[src/rtl/mio_pkg.sv]
// Shared types and constants for the CPU memory/IO responder.
//   state_e        : responder FSM states
//   target_e       : decoded access target
//   decode_region  : maps addr[31:28] to a target
package mio_pkg;

  typedef enum logic [1:0] {
    IDLE    = 2'd0,
    ACCESS  = 2'd1,
    RESP    = 2'd2,
    RELEASE = 2'd3
  } state_e;

  typedef enum logic [1:0] {
    TGT_RAM    = 2'd0,
    TGT_PERIPH = 2'd1,
    TGT_NONE   = 2'd2
  } target_e;

  localparam logic [3:0] REGION_RAM    = 4'h0;
  localparam logic [3:0] REGION_PERIPH = 4'hF;

  localparam logic [1:0] OFF_SWLED   = 2'b00;
  localparam logic [1:0] OFF_COUNTER = 2'b01;

  // Top address nibble selects the target; everything else is unmapped.
  function automatic target_e decode_region(input logic [3:0] region);
    target_e tgt;
    case (region)
      REGION_RAM:    tgt = TGT_RAM;
      REGION_PERIPH: tgt = TGT_PERIPH;
      default:       tgt = TGT_NONE;
    endcase
    return tgt;
  endfunction

endpackage

[src/rtl/mio_cycle_counter.sv]
// Free-running 32-bit cycle counter; a load overrides that cycle's increment.
//   clk, reset   : clock, async active-low reset (count clears to 0)
//   load         : load load_val instead of incrementing
//   load_val     : value to load
//   count_nxt_c  : combinational value the counter takes at the next edge
module mio_cycle_counter (
  input  logic        clk,
  input  logic        reset,
  input  logic        load,
  input  logic [31:0] load_val,
  output logic [31:0] count_nxt_c
);

  logic [31:0] count_q;

  // Wraps naturally from 0xFFFF_FFFF to 0.
  assign count_nxt_c = load ? load_val : count_q + 32'd1;

  always_ff @(posedge clk or negedge reset) begin
    if (!reset) count_q <= 32'd0;
    else        count_q <= count_nxt_c;
  end

endmodule

[src/rtl/mio_responder.sv]
// Memory/IO responder at the slave end of the CPU memory interface.
//   clk, reset            : clock, async active-low reset
//   mem_req/mem_w         : request valid / write select (held until mio_ready)
//   addr_bus              : byte address, [31:28] region, [3:2] peripheral offset
//   data_from_cpu         : write data
//   data2cpu, mio_ready   : registered read data, one-cycle completion pulse
//   ram_addr/ram_din/ram_we/ram_dout : external synchronous RAM port
//   sw_in, led_out        : switch inputs, LED register
module mio_responder
  import mio_pkg::*;
#(
  parameter int unsigned RAM_AW  = 10,
  parameter int unsigned RAM_LAT = 2,
  parameter int unsigned LED_W   = 8,
  parameter int unsigned SW_W    = 8
) (
  input  logic              clk,
  input  logic              reset,
  input  logic              mem_req,
  input  logic              mem_w,
  input  logic [31:0]       addr_bus,
  input  logic [31:0]       data_from_cpu,
  output logic [31:0]       data2cpu,
  output logic              mio_ready,
  output logic [RAM_AW-1:0] ram_addr,
  output logic [31:0]       ram_din,
  output logic              ram_we,
  input  logic [31:0]       ram_dout,
  input  logic [SW_W-1:0]   sw_in,
  output logic [LED_W-1:0]  led_out
);

  localparam int unsigned WAIT_W = (RAM_LAT > 1) ? $clog2(RAM_LAT) : 1;
  localparam logic [WAIT_W-1:0] WAIT_INIT = WAIT_W'(RAM_LAT - 1);

  state_e            state_q, state_d;
  logic [WAIT_W-1:0] wait_q;
  logic              lat_w_q;

  target_e           target_c;
  logic [1:0]        offset_c;
  logic              accept_c;
  logic              cnt_load_c;
  logic              led_we_c;
  logic [31:0]       cnt_nxt_c;
  logic [31:0]       rd_data_c;
  logic              unused_addr_c;

  assign target_c      = decode_region(addr_bus[31:28]);
  assign offset_c      = addr_bus[3:2];
  assign accept_c      = (state_q == IDLE) && mem_req;
  assign cnt_load_c    = accept_c && mem_w && (target_c == TGT_PERIPH) && (offset_c == OFF_COUNTER);
  assign led_we_c      = accept_c && mem_w && (target_c == TGT_PERIPH) && (offset_c == OFF_SWLED);
  assign unused_addr_c = ^addr_bus;

  // Counter reads return the value in effect from the accepting edge onward.
  always_comb begin
    rd_data_c = 32'd0;
    if (target_c == TGT_PERIPH) begin
      case (offset_c)
        OFF_SWLED:   rd_data_c = 32'(sw_in);
        OFF_COUNTER: rd_data_c = cnt_nxt_c;
        default:     rd_data_c = 32'd0;
      endcase
    end
  end

  mio_cycle_counter u_counter (
    .clk         (clk),
    .reset       (reset),
    .load        (cnt_load_c),
    .load_val    (data_from_cpu),
    .count_nxt_c (cnt_nxt_c)
  );

  // FSM state register.
  always_ff @(posedge clk or negedge reset) begin
    if (!reset) state_q <= IDLE;
    else        state_q <= state_d;
  end

  // FSM next state; RELEASE blocks re-servicing a still-held request.
  always_comb begin
    state_d = state_q;
    case (state_q)
      IDLE:    if (mem_req) state_d = (target_c == TGT_RAM) ? ACCESS : RESP;
      ACCESS:  if (wait_q == '0) state_d = RESP;
      RESP:    state_d = RELEASE;
      RELEASE: if (!mem_req) state_d = IDLE;
      default: state_d = IDLE;
    endcase
  end

  // Request latches, RAM port, peripheral registers and read data.
  always_ff @(posedge clk or negedge reset) begin
    if (!reset) begin
      wait_q    <= '0;
      lat_w_q   <= 1'b0;
      ram_addr  <= '0;
      ram_din   <= 32'd0;
      ram_we    <= 1'b0;
      mio_ready <= 1'b0;
      data2cpu  <= 32'd0;
      led_out   <= '0;
    end else begin
      ram_we    <= 1'b0;
      mio_ready <= (state_d == RESP);
      if (led_we_c) led_out <= data_from_cpu[LED_W-1:0];
      if (accept_c) begin
        lat_w_q <= mem_w;
        if (target_c == TGT_RAM) begin
          ram_addr <= addr_bus[RAM_AW+1:2];
          ram_din  <= data_from_cpu;
          ram_we   <= mem_w;
          wait_q   <= WAIT_INIT;
        end else if (!mem_w) begin
          data2cpu <= rd_data_c;
        end
      end
      if (state_q == ACCESS) begin
        if (wait_q != '0)  wait_q   <= wait_q - WAIT_W'(1);
        else if (!lat_w_q) data2cpu <= ram_dout;
      end
    end
  end

endmodule

[config.mk]
export PLATFORM = sky130hd
export DESIGN_NAME = mio_responder
export DESIGN_NICKNAME = d
export VERILOG_FILES = /design/src/rtl/mio_pkg.sv /design/src/rtl/mio_cycle_counter.sv /design/src/rtl/mio_responder.sv
export SDC_FILE = /design/constraint.sdc
export NUM_CORES = 1
export LEC_CHECK = 0
export BUFFER_PORTS_ARGS = -buffer_cell sky130_fd_sc_hd__buf_2
export CAP_MARGIN = 20
export CORE_MARGIN = 2
export CORE_UTILIZATION = 31
export DETAILED_ROUTE_END_ITERATION = 8
export GPL_ROUTABILITY_DRIVEN = 0
export PLACE_DENSITY = 0.61
export RECOVER_POWER = 50
export SLEW_MARGIN = 5
export SYNTH_ARGS = -nofsm -noshare
export SYNTH_HDL_FRONTEND = slang
export SYNTH_HIERARCHICAL = 1
export SYNTH_SLANG_ARGS = --single-unit
[constraint.sdc]
create_clock -name clk -period 5 [get_ports clk]
set_input_delay 0.25 -clock clk [delete_from_list [all_inputs] [get_ports clk]]
set_output_delay 0.25 -clock clk [all_outputs]
set_load 0.1 [all_outputs]
======== Word-level counts from Yosys, hierarchy flattened ========
Cells that the tools add are included.
word-level totals
  register bits after elaboration ......... 120
  input port bits ......................... 108
  output and inout port bits .............. 84
  logic and storage cells ................. 50
operators by class
  add/sub/neg operators ................... 2
  eq/ne operators ......................... 7
  multiplexer cells ....................... 21
  reduce and logical (&&, ||, !) cells .... 10
operators with widths
  cell                                           count
  two-way mux 32 bit                             8
  one-hot mux 32 bit (2 select lines)            1
  adder 32 x 1 -> 32 bit, second input constant  1
  two-way mux 2 bit                              4
  one-hot mux 2 bit (4 select lines)             1
  == test 2 x 1 -> 1 bit, second input constant  3
  == test 2 bit, second input constant           3
  zero test 2 bit                                3
  two-way mux 1 bit                              6
  logical AND 1 bit                              5
  == test 4 bit, second input constant           1
  zero test 4 bit                                1
  one-hot mux 2 bit (2 select lines)             1
  AND reduction 2 bit                            1
  subtractor 1 bit, second input constant        1

======== Logic depth before layout (Yosys ltp) ========
Gate-level depths: netlist (run 1).
  depth in word-level cells ............... 14
  depth in mapped cells ................... 12

======== By module ========
Netlist (run 1), hierarchy kept.
by module, submodules not included
  module             times used  cells an instance  area each (sq um)
  mio_responder      1           291                3978.8
  mio_cycle_counter  1           205                1793.0

======== Worst setup path after synthesis (run 1) ========
OpenSTA, ideal clock, no wires.
  path type ............................... reg-to-reg
  start point ............................. reg u_counter.count_q[0]
  end point ............................... reg data2cpu[28]
  setup time .............................. 0.080 ns
  arrival ................................. 2.223 ns
  required time ........................... 4.920 ns
  setup slack ............................. 2.697 ns
  stages on the path, launching flop included .. 9
  path buffers ............................ 1
  period minus slack after synthesis ...... 2.303 ns
  cell sequence ........................... dfrtp_1 -> ha_1 -> nand4_4 -> or4_1 -> buf_2 -> or4_1 -> a31oi_1 -> nand3_1 -> mux2i_1
between the ends
  longest elaborated chain between the ends .. 10
RTL lines
  what                                     line                     text
  from (decl)                              mio_cycle_counter.sv:14  logic [31:0] count_q;
  from (signal assigned)                   mio_cycle_counter.sv:21  else count_q <= count_nxt_c;
  adder 32 x 1 -> 32 bit (*)               mio_cycle_counter.sv:17  assign count_nxt_c = load ? load_val : count_q + 32'd1;
  two-way mux 32 bit (*)                   mio_cycle_counter.sv:17
  net cnt_nxt_c[28]                        mio_responder.sv:45      logic [31:0] cnt_nxt_c;
  one-hot mux 32 bit (2 select lines) (*)  mio_responder.sv:60      case (offset_c)
  two-way mux 32 bit (*)                   mio_responder.sv:59      if (target_c == TGT_PERIPH) begin
  two-way mux 32 bit (*)                   mio_responder.sv:116     end else if (!mem_w) begin
  two-way mux 32 bit (*)                   mio_responder.sv:111     if (target_c == TGT_RAM) begin
  two-way mux 32 bit (*)                   mio_responder.sv:109     if (accept_c) begin
  two-way mux 32 bit                       mio_responder.sv:122     else if (!lat_w_q) data2cpu <= ram_dout;
  two-way mux 32 bit                       mio_responder.sv:121     if (wait_q != '0) wait_q <= wait_q - WAIT_W'(1);
  two-way mux 32 bit (*)                   mio_responder.sv:120     if (state_q == ACCESS) begin
  to (signal assigned)                     mio_responder.sv:117     data2cpu <= rd_data_c;
  to (signal assigned)                     mio_responder.sv:122
  to (decl)                                mio_responder.sv:23      output logic [31:0] data2cpu,
The timed path passes the listed nets; every way through them passes the cells marked *.
A chain may end at the register's enable or synchronous reset.

======== Final worst setup path (run 1) ========
Ends and elaborated chain as after synthesis.

==> impl_metrics.tcl, run 1 <==
set metrics [dict create \
    syn_area_per_cell_um2 11.6 \
    power.density_mw_per_mm2 727 \
    cap_violations 0 \
    post_cts_buffers 0 \
    syn-num-nets 605 \
    fill_cells 1797 \
    grt_pass1_wl_mm 23.6 \
    cts_made_buffers 17 \
    num_vias 4432 \
    drcViolationCount 0 \
    grt_max_degree 70 \
    slew_headroom_pct 20.0 \
    setup_viol 0 \
    cp_max_fo 10 \
    synthCells 496 \
    die_h_um 140 \
    slew_violations 0 \
    min_period_over_period_pct 53.1 \
    ant_nets 0 \
    yosysWarningCount 6 \
    hold_violations 0 \
    ios 192 \
    fmax_ghz 0.377 \
    clkSlewWorstSetupHoldPaths_ns 0.06 \
    route.final.wire_length_mm 14.7 \
    worstMarginPinSlew_ns 1.20 \
    ys_ff_latch 120 \
    viasPerCell 4.90 \
    nNetsFinal 772 \
    skew_ns 0.0136 \
    p_leak_nw 3.30 \
    grt_overflow 0 \
    whs_ns 0.0640 \
    cts_buffer_depth 2 \
    io_buffers 173 \
    fp.coreArea_mm2 0.0181 \
    ir_drop_mv 0.357 \
    insertion_delay_ns 0.42 \
    antenna_found_initial 0 \
    final_layout_size_suffix_gt1_share_pct 28.0 \
    dp_hpwl_mm 10.2 \
    initial_utilization_pct 31.9 \
    seq_area_frac_synth_pct 52.0 \
    hold_class "in2reg" \
    cts_root_buf "clkbuf_16" \
    drtPass1Iterations 4 \
    min_period_ns 2.65 \
    die_w_um 140 \
    cts_tree "yes" \
    htreeDepth 4 \
    timing.setup.tns_ns 0 \
    cts_sinks 120 \
    synthToLayoutAreaGrowth_pct 26.9 \
    dieArea_mm2 0.0197 \
    worstSetupPathType "reg2reg" \
    rows 49 \
    antenna_cells 0 \
    grtUsageTotal_pct 15.2 \
    grt_pass1_vias 4541 \
    crit_path_end_kind "register" \
    final_cell_mix "120 x dfrtp_1, 88 x clkbuf_1, 88 x buf_2, 64 x mux2i_1, 58 x mux2_2" \
    wl_per_cell_um 16.3 \
    cp_data_arrival_time_ns 2.98 \
    layout_commonest_cell "dfrtp_1" \
    status "complete, no violations" \
    finalPower_w 0.00532 \
    rsz0062_at_grt "no" \
    synth_cell_types 36 \
    required_ns 5.33 \
    syn_area_mm2 0.00577 \
    startpoint_type "register" \
    drt_iter0_markers 166 \
]
## state kept, by name, summed over array words and instances (netlist names)
| signal | count |
|---|---|
| lat_w_q | 1 |
| mio_ready | 1 |
| ram_addr | 10 |
| data2cpu | 32 |
| wait_q | 1 |
| u_counter/count_q | 32 |
| ram_we | 1 |
| state_q | 2 |
| led_out | 8 |
| ram_din | 32 |
## stage by stage
| stage | util (%) | worst slack, ns | std cells | instance area, um^2 |
|---|---|---|---|---|
| final | 40.5 | 2.35 | 904 | 7320 |
| after global routing | 40.5 | 2.14 | 904 | 7320 |
| after CTS | 41.1 | 2.33 | 904 | 7430 |
| after detailed placement | 37.8 | 2.14 | 872 | 6830 |
| after global placement | 37.8 | 2.14 | 872 | 6830 |
| after floorplan | - | 2.70 | 496 | 5770 |
## path summary, 6_finish.rpt
kind,from,end,slack [ns],depth (start not counted)
max,u_counter/count_q[0]$_DFF_PN0_,data2cpu[28]$_DFF_PN0_,2.35,7
min,addr_bus[6],ram_addr[4]$_DFFE_PN0P_,0.06,2
max reg2reg,u_counter/count_q[0]$_DFF_PN0_,data2cpu[28]$_DFF_PN0_,2.35,7
min reg2reg,led_out[2]$_DFFE_PN0P_,led_out[2]$_DFFE_PN0P_,0.49,1
max in group asynchronous,reset,ram_addr[3]$_DFFE_PN0P_,3.24,3
min in group asynchronous,reset,ram_addr[8]$_DFFE_PN0P_,0.40,2
## Yosys cell counts
library cell	count	area share, %
a31oi_1	14	1.5
nor4b_4	1	0.41
buf_1	1	0.065
nand3_1	37	3.2
nand4bb_1	1	0.20
nor3_1	4	0.35
o31ai_1	9	1.2
dfrtp_1	120	52
nand4_4	1	0.37
nand3b_1	8	1.0
clkbuf_1	18	1.2
nand2_1	32	2.1
and4_1	4	0.61
xnor2_1	11	1.7
nand4_2	1	0.22
buf_6	4	0.78
ha_1	1	0.22
mux2_1	1	0.20
mux2_2	58	11
buf_2	10	0.87
or3b_1	1	0.15
nor2_1	18	1.2
nor4b_2	1	0.26
nor4_1	4	0.43
nor2b_1	2	0.22
or4_1	15	2.0
mux2i_1	64	11
o211ai_1	4	0.52
nand2b_1	2	0.22
or3_1	6	0.65
o21ai_0	22	1.9
a21oi_1	1	0.087
inv_1	10	0.65
xor2_1	3	0.46
or2_2	1	0.11
nand4_1	6	0.65
## where the power goes
part	internal (W)	switching [W]	total (W)
clock	0.000805	0.000430	0.00124
combinational	0.000438	0.00216	0.00259
sequential	0.00128	0.000210	0.00149
## repair_timing
item / CTS / global route
hold buffers: 1 / 0
endpoints found under the hold margin: 51 / 0
gates resized for setup: 0 / 0
## layout make-up
class | count | area (um^2) | area share, %
repair buffers | 181 | 826 | 11.3
flip-flops and latches | 120 | 3000 | 41.0
clock inverters | 8 | 121 | 1.66
well taps | 229 | 287 | 3.91
clock buffers | 23 | 468 | 6.39
inverters | 10 | 37.5 | 0.513
multi-input cells | 333 | 2580 | 35.2
## cell families after synthesis
group,Yosys count,synth area share [%]
adder cells (fa/ha/maj),1,0.217
XOR/XNOR,14,2.12
flip-flops,120,52.0
AO/OA/AOI/OAI,50,5.20
buffers and inverters,43,3.53
multiplexers,123,22.6
AND/OR/NAND/NOR,145,14.3
## layer usage
layer / wire [um] / GRT usage [%]
met5: 0 / 0
met4: 228 / 5.32
met3: 961 / 5.03
met2: 6870 / 24.9
met1: 6670 / 19.0
## critical path, cell delays in order, from the launching register on
cell     delay (ns)
dfrtp_1        0.43
ha_1           0.28
nand4_4        0.17
or4_1          0.70
or4_1          0.54
a31oi_1        0.21
nand3_1        0.09
mux2i_1        0.14
Note: power is estimated with default switching activity, not from simulation.
==> inputs of run 2 (changes only) <==
==> constraint.sdc (replaced) <==
create_clock -name clk -period 2.7 [get_ports clk]
set_input_delay 0.135 -clock clk [delete_from_list [all_inputs] [get_ports clk]]
set_output_delay 0.135 -clock clk [all_outputs]
set_load 0.1 [all_outputs]
==> run 2 against run 1 <==
  * The run now ends with max-capacitance violations, max-slew violations left
  * Critical path type unchanged
  * Global-route usage up 0.81 points
  * Core utilization up 3.2 points
  * Highest routed layer unchanged
  * Cell count up 6.0%
  * Routed wire length up 4.5%
==> impl_metrics.tcl, run 2 (synthesis results as in run 1) <==
set metrics [dict create \
    status "finished with violations" \
    violations "max-capacitance violations, max-slew violations" \
    startpoint_type "register" \
    slew_headroom_pct -7.55 \
    cts_sinks 120 \
    die_h_um 140 \
    insertion_delay_ns 0.41 \
    final_cells 958 \
    die_w_um 140 \
    final_cell_mix "134 x buf_2, 120 x dfrtp_1, 64 x mux2i_1, 58 x mux2_2, 49 x dlygate4sd3_1" \
    antenna_cells 0 \
    grt_pass1_vias 4901 \
    required_ns 3.04 \
    cts_root_buf "clkbuf_16" \
    fp.coreArea_mm2 0.0181 \
    hold_violations 0 \
    route.final.wire_length_mm 15.4 \
    power.density_mw_per_mm2 1250 \
    fmax_ghz 0.411 \
    rsz0062_at_grt "no" \
    antenna_found_initial 0 \
    grt_pass1_wl_mm 24.9 \
    skew_ns 0.0101 \
    nNetsFinal 826 \
    slew_violations 27 \
    cap_violations 1 \
    timing.setup.tns_ns 0 \
    rows 49 \
    ios 192 \
    grt_overflow 0 \
    drtPass1Iterations 4 \
    grt_max_degree 64 \
    drt_iter0_markers 200 \
    cts_made_buffers 17 \
    hold_depth 3 \
    min_period_ns 2.43 \
    p_leak_nw 3.69 \
    crit_path_end_kind "register" \
    hold_class "in2reg" \
    num_vias 4663 \
    final_layout_size_suffix_gt1_share_pct 33.3 \
    layout_commonest_cell "buf_2" \
    synthToLayoutAreaGrowth_pct 36.9 \
    ir_drop_mv 0.810 \
    dpl_worst_slack_ns 0.0769 \
    final_util_pct 43.7 \
    dieArea_mm2 0.0197 \
    reg2reg_depth 7 \
    dp.cells 878 \
    cts_buffer_depth 2 \
    cp_max_fo 10 \
    initial_utilization_pct 31.9 \
    setup_viol 0 \
    drcViolationCount 0 \
    htreeDepth 4 \
    clkSlewWorstSetupHoldPaths_ns 0.06 \
    dp_hpwl_mm 10.5 \
    cp_data_arrival_time_ns 2.77 \
    ant_nets 0 \
    wl_per_cell_um 16.1 \
    io_buffers 173 \
    worstMarginPinSlew_ns 1.61 \
    largestRegisters "data2cpu x32, ram_din x32, u_counter/count_q x32" \
    cts_tree "yes" \
    min_period_over_period_pct 90.1 \
    worstSetupPathType "reg2reg" \
    viasPerCell 4.87 \
    fin_ws_ns 0.268 \
    grtUsageTotal_pct 16.1 \
]
-- run 2: cell types whose count changed in the layout (fill, tap and decap cells not counted), sizes merged --
cell         previous run  this run
buf                    96       146
clkbuf                107        59
dlygate4sd3             1        49
clkinv                  4         8
bufinv                  3         2
clkinvlp                1         2
-- run 2: critical path: stages (launching register included) --
cell and delay, ns:
dfrtp_1 0.41, ha_1 0.28, nand4_4 0.17, or4_4 0.59
or4_1 0.48, a31oi_1 0.21, nand3_1 0.09, mux2i_1 0.13
-- run 2: layer usage --
layer | GRT usage, % | up-vias | routed length [um]
met5 | 0 | - | 0
met4 | 5.11 | 0 | 165
met3 | 5.06 | 13 | 856
met2 | 26.8 | 133 | 7520
met1 | 19.9 | 2258 | 6850
li1 | - | 2259 | -
-- run 2: cell type report --
type,instances,area (um^2)
multi-input cells,333,2590
clock inverters,12,130
inverters,10,37.5
flip-flops and latches,120,3000
repair buffers,235,1430
well taps,229,287
fillers,1759,10200
clock buffers,19,433
-- run 2: final timing paths --
| check | start | to | slack (ns) |
|---|---|---|---|
| max | u_counter/count_q[0]$_DFF_PN0_ | data2cpu[28]$_DFF_PN0_ | 0.27 |
| min | ram_dout[26] | data2cpu[26]$_DFF_PN0_ | 0.02 |
| max reg2reg | u_counter/count_q[0]$_DFF_PN0_ | data2cpu[28]$_DFF_PN0_ | 0.27 |
| min reg2reg | led_out[2]$_DFFE_PN0P_ | led_out[2]$_DFFE_PN0P_ | 0.48 |
| max in group asynchronous | reset | data2cpu[15]$_DFF_PN0_ | 0.81 |
| min in group asynchronous | reset | u_counter/count_q[30]$_DFF_PN0_ | 0.68 |
-- run 2: power breakdown --
part	internal, W	leakage, nW	switching [W]
logic	0.000933	1.85	0.00400
clock network	0.00135	0.273	0.000827
registers	0.00237	1.57	0.000394
total	0.00465	3.69	0.00522
-- run 2: per-stage QoR --
stage	hold slack, ns	area [um^2]	power [W]
2_1_floorplan	-0.161	5770	0.00686
3_3_place_gp	0.0811	6900	0.00771
3_5_place_dp	0.0818	6900	0.00775
4_1_cts	0.000997	7950	0.0100
5_1_grt	0.0134	7900	0.0103
6_report	0.0203	7900	0.00987
-- run 2: timing repair --
action	4_1_cts	5_1_grt
setup endpoints to repair	0	3
hold buffers	49	0
setup buffers	0	0
resized for setup	0	1
endpoints found under the hold margin	94	0
